<file path="config.mk">
export PLATFORM = sky130hd
export DESIGN_NAME = reg_file
export DESIGN_NICKNAME = d
export VERILOG_FILES = /design/src/rtl/reg_file_pkg.sv /design/src/rtl/sign_extend.sv /design/src/rtl/reg_file.sv
export SDC_FILE = /design/constraint.sdc
export NUM_CORES = 2
export LEC_CHECK = 0
export ABC_AREA = 1
export BUFFER_PORTS_ARGS = -buffer_cell sky130_fd_sc_hd__buf_4
export CAP_MARGIN = 20
export CORE_MARGIN = 2
export CORE_UTILIZATION = 60
export CTS_BUF_LIST = sky130_fd_sc_hd__clkbuf_8
export DETAILED_ROUTE_END_ITERATION = 7
export PLACE_DENSITY = 0.79
export SYNTH_ARGS = -nofsm -noshare
export SYNTH_HDL_FRONTEND = slang
export SYNTH_SLANG_ARGS = --single-unit
</file>
<file path="constraint.sdc">
create_clock -name clk -period 56 [get_ports clk]
set_clock_uncertainty 0.15 [all_clocks]
set_input_delay 8.4 -clock clk [delete_from_list [all_inputs] [get_ports clk]]
set_output_delay 8.4 -clock clk [all_outputs]
set_load 0.05 [all_outputs]
</file>
<file path="src/rtl/reg_file_pkg.sv">
//------------------------------------------------------------------------------
// reg_file_pkg : shared widths and pipeline opcode/funct constants
// Revision     : 1.0
//------------------------------------------------------------------------------
`default_nettype none

package reg_file_pkg;

  localparam int DATA_W_DEFAULT = 32;
  localparam int ADDR_W_DEFAULT = 5;
  localparam int IMM_W_DEFAULT  = 16;

  typedef enum logic [5:0] {
    OP_RTYPE = 6'h00,
    OP_J     = 6'h02,
    OP_BEQ   = 6'h04,
    OP_ADDI  = 6'h08,
    OP_LW    = 6'h23,
    OP_SW    = 6'h2B
  } opcode_t;

  typedef enum logic [5:0] {
    FN_ADD = 6'h20,
    FN_SUB = 6'h22,
    FN_AND = 6'h24,
    FN_OR  = 6'h25,
    FN_SLT = 6'h2A
  } funct_t;

endpackage : reg_file_pkg

`default_nettype wire

</file>
<file path="src/rtl/sign_extend.sv">
//------------------------------------------------------------------------------
// sign_extend : combinational sign extension of an immediate field
// Revision    : 1.0
//------------------------------------------------------------------------------
`default_nettype none

module sign_extend
  import reg_file_pkg::*;
#(
  parameter int IMM_W  = IMM_W_DEFAULT,
  parameter int DATA_W = DATA_W_DEFAULT
) (
  input  logic [IMM_W-1:0]  in,
  output logic [DATA_W-1:0] out
);

  generate
    if (DATA_W > IMM_W) begin : g_extend
      assign out = {{(DATA_W-IMM_W){in[IMM_W-1]}}, in};
    end else begin : g_passthru
      assign out = in[DATA_W-1:0];
    end
  endgenerate

endmodule : sign_extend

`default_nettype wire

</file>
<file path="src/rtl/reg_file.sv">
//------------------------------------------------------------------------------
// reg_file : 2-read/1-write register file with r0 hardwired to zero,
//            write-to-read bypass and an attached immediate sign extender
// Revision : 1.0
//------------------------------------------------------------------------------
`default_nettype none

module reg_file
  import reg_file_pkg::*;
#(
  parameter int DATA_W = DATA_W_DEFAULT,
  parameter int ADDR_W = ADDR_W_DEFAULT,
  parameter int IMM_W  = IMM_W_DEFAULT
) (
  input  logic              clk,
  input  logic              rst,
  input  logic [ADDR_W-1:0] read_addr_1,
  input  logic [ADDR_W-1:0] read_addr_2,
  input  logic [ADDR_W-1:0] write_addr,
  input  logic [DATA_W-1:0] write_data,
  input  logic              write_enabled,
  output logic [DATA_W-1:0] data_1,
  output logic [DATA_W-1:0] data_2,
  input  logic [IMM_W-1:0]  imm_in,
  output logic [DATA_W-1:0] imm_out
);

  localparam int N_REGS = 2**ADDR_W;

  logic [DATA_W-1:0] r_regs [N_REGS];
  logic              w_wr_valid;

  assign w_wr_valid = write_enabled && (write_addr != '0);

  always_ff @(posedge clk or posedge rst) begin
    if (rst) begin
      for (int i = 0; i < N_REGS; i++) begin
        r_regs[i] <= '0;
      end
    end else if (w_wr_valid) begin
      r_regs[write_addr] <= write_data;
    end
  end

  // Reset forces zero ahead of the bypass so a pending write is never visible.
  always_comb begin
    data_1 = '0;
    if (!rst) begin
      if (w_wr_valid && (write_addr == read_addr_1)) begin
        data_1 = write_data;
      end else if (read_addr_1 != '0) begin
        data_1 = r_regs[read_addr_1];
      end
    end
  end

  always_comb begin
    data_2 = '0;
    if (!rst) begin
      if (w_wr_valid && (write_addr == read_addr_2)) begin
        data_2 = write_data;
      end else if (read_addr_2 != '0) begin
        data_2 = r_regs[read_addr_2];
      end
    end
  end

  sign_extend #(
    .IMM_W  (IMM_W),
    .DATA_W (DATA_W)
  ) u_sign_extend (
    .in  (imm_in),
    .out (imm_out)
  );

endmodule : reg_file

`default_nettype wire

</file>
==> out/results.md <==
| Quantity | This run |
| --- | --- |
| Outcome | finished with violations |
| Failing checks | design-rule violations |
| Count of cells resized by post-cts repair | 0 |
| Maximum capacitance violations | 0 |
| Biggest register | r_regs |
| CTS clk-pin slew, worst paths | 70 ps |
| Number of hold buffers added after CTS | 0 |
| Final count of hold timing violations | 0 |
| Unrepaired setup endpoints after global routing | false |
| Via count | 62620 |
| Via count of the first global-routing pass | 58290 |
| Deepest level of the CTS H-tree | 4 |
| Worst slew margin | 17.15% |
| Gr ovfl total | 0 |
| Clock buffer depth | 3 |
| Mapped cell area | 60280 um2 |
| Startpoint-to-endpoint class of the critical path | in2out |
| Ratio of final minimum period to clock period | 37.97% |
| Antenna violations before repair | 1 |
| TritonCTS Sinks | 1024 |
| Placement row count | 116 |
| Starting density of the core | 60.36% |
| Detailed Route Iter0 Violations | 10630 |
| Top-level I/O count | 162 |
| Worst Max-Slew Pin Slew | 1243 ps |
| Static Leakage | 0.03280 uW |
| Ys async rst share | 100.0% |
| Shortest clock period the worst path allows after layout | 21270 ps |
| Required time at the worst-slack endpoint | 47450 ps |
| GR Util All Layers | 42.00% |
| Cell variety after synth | 27 |
| Routed length per instance | 21.91 um |
| Sum Neg Setup Slack | 0 ps |
| Number of setup buffers added after CTS | 0 |
| Crit path DAT | 12720 ps |
| Buffers on Ports | 113 |
| Final layout net count | 8633 |
| Share of layout cells above drive strength 1 | 6.349% |
| Clock root buffer | clkbuf_8 |
| Gpl congestion | 0.9082 |
| PnR Total Power | 2153 uW |
| Die height | 321.0 um |
| P per Cell Area | 33.70 nW/um2 |
| Type of destination of the critical path | output port |
| Net count of the mapped netlist | 9049 |
| Number of standard cells after synthesis | 8983 |
| Count of yosys warnings during synthesis | 0 |
| Maximum vdd drop | 17.65 uV |
| Clock latency on the worst-skew pair | 870 ps |
| Post-synthesis sequential area ratio | 42.51% |
| Commonest register cell after synthesis | dfrtp_1 |
| Number of flip-flops under the largest register name | 1024 |
| Area of the core | 99860 um2 |
| Detail Route Antenna Nets | 0 |
| Post-Syn Area per Cell | 6.710 um2 |
| DR vias/cell | 6.263 |
| Post-synthesis to final-layout area growth | 6.003% |
| #FFs+latches synth | 1024 |
| Final setup viols | 0 |
| Wire length of the first global-routing pass | 335400 um |
| Number of synthesized flops with an enable pin | 0 |
| Count of final max-slew check failures | 0 |
| Half-perimeter wire length after placement | 111100 um |
| Worst Hold Class | reg2reg |
| Pre-antenna DRT Iters | 8 |
| Fmax | 0.04702 GHz |
| Remaining DRCs | 2 |
| Final wirelength | 219100 um |
| Overall die width | 321.0 um |
| Critical Path Source Type | primary input |
| Max Fanout on Critical Path | 71 |
| Largest net degree at the start of global routing | 206 |
| Area of the die | 103000 um2 |
| Biggest registers after layout | r_regs (1024) |
| Clock tree from TritonCTS | built |
| Number of buffers created by CTS | 171 |
## metal layers
layer	GRT usage, %	wire length [um]	up-vias
met1	55.71	80480	28760
met2	59.86	88980	5020
met4	24.64	13910	0
met5	0	0	-
li1	-	-	27760
met3	14.07	35700	1080
## where the power goes
part / switching [uW] / internal, uW / leakage [uW]
clock network: 322 / 366 / 0.00199
logic: 351 / 165 / 0.0178
registers: 69.6 / 879 / 0.0131
total: 743 / 1410 / 0.0328
## cells in the mapped netlist, types with 22 or more instances
library cell     n  area share, %
a21oi_1         64           0.53
buf_1           82           0.51
buf_2          204            1.7
buf_4           34           0.42
clkbuf_1       458            2.9
dfrtp_1       1024             43
inv_1         1011            6.3
nand2_1       2949             18
nand2_2         22           0.23
nand3_1       1922             16
o211ai_1        64           0.80
o21ai_0        981            8.1
o21ai_1         75           0.62
or2_2           47           0.49
## cell families (layout without fill, tap and decap cells)
group / after synthesis / after routing / share of synthesized area (%)
compound gates: 1184 / 1184 / 10.10
simple gates: 4966 / 4966 / 35.45
flops: 1024 / 1024 / 42.51
buf+inv: 1805 / 1516 / 11.88
other cells: 0 / 6 / 0
xor+xnor: 4 / 4 / 0.05813
## worst max-delay path, stage by stage
cell and delay [ps]:
buf_6 740, buf_4 690, xor2_1 170, nor3_1 330, nand3_4 810, a21oi_1 1130, buf_4 340
## placed cells by master, fill, tap and decap left out
cell type,Yosys,layout
nand3_4,0,2
nor3_2,7,7
clkinvlp_4,0,4
or2_2,47,47
nand2_4,0,18
xor2_1,2,2
nor3_1,3,3
buf_6,0,2
nand3_2,2,2
nand2_1,2949,2944
inv_4,0,1
buf_12,0,7
nor3_4,3,3
buf_4,34,174
nor2_1,3,3
a21oi_1,64,64
buf_16,0,3
bufinv_16,0,2
inv_2,12,11
inv_6,0,7
nand4_1,3,3
inv_8,0,8
diode_2,0,6
nor4_4,1,1
xnor2_1,2,2
dfrtp_1,1024,1024
o21ai_1,75,75
inv_1,1011,1056
o211ai_1,64,64
clkinv_1,3,1
clkinv_2,0,12
clkbuf_8,0,224
buf_8,0,4
nand3_1,1922,1920
o21ai_0,981,981
nand2_2,22,9
nor2_4,4,4
## layout make-up
cell class              count  area [um2]
inverters                1026        3902
clock buffers             224        3083
fillers                  8716       35960
repair buffers            190        1612
flip-flops and latches   1024       25620
well taps                1298        1624
diodes                      6       15.01
clock inverters            76       414.1
multi-input cells        6154       27620
## per-stage QoR
step / area (um2) / worst slack, ps / utilization (%) / std cells / hold slack (ps)
global placement: 60300 / 35230 / 60.39 / 9689 / 215.1
detailed placement: 60300 / 35240 / 60.39 / 9689 / 215.6
finish: 63890 / 34730 / 63.99 / 9998 / 231.1
floorplan: 60280 / 4541 / - / 8983 / 279.0
global route: 63880 / 34860 / 63.97 / 9993 / 232.7
CTS: 63800 / 35240 / 63.89 / 9989 / 229.7
## worst paths after layout
check,start,endpoint,slack [ps],cells after the start
min in group asynchronous,rst,r_regs[34],7550,2
worst max-delay path,read_addr_1[2],data_1[13],34730,7
max in group asynchronous,rst,r_regs[853],44280,6
worst max register to register,r_regs[588],r_regs[588],55070,2
worst min register to register,r_regs[1014],r_regs[1014],230,0
worst min-delay path,r_regs[1014],r_regs[1014],230,0
Note: power is estimated with default switching activity, not from simulation.
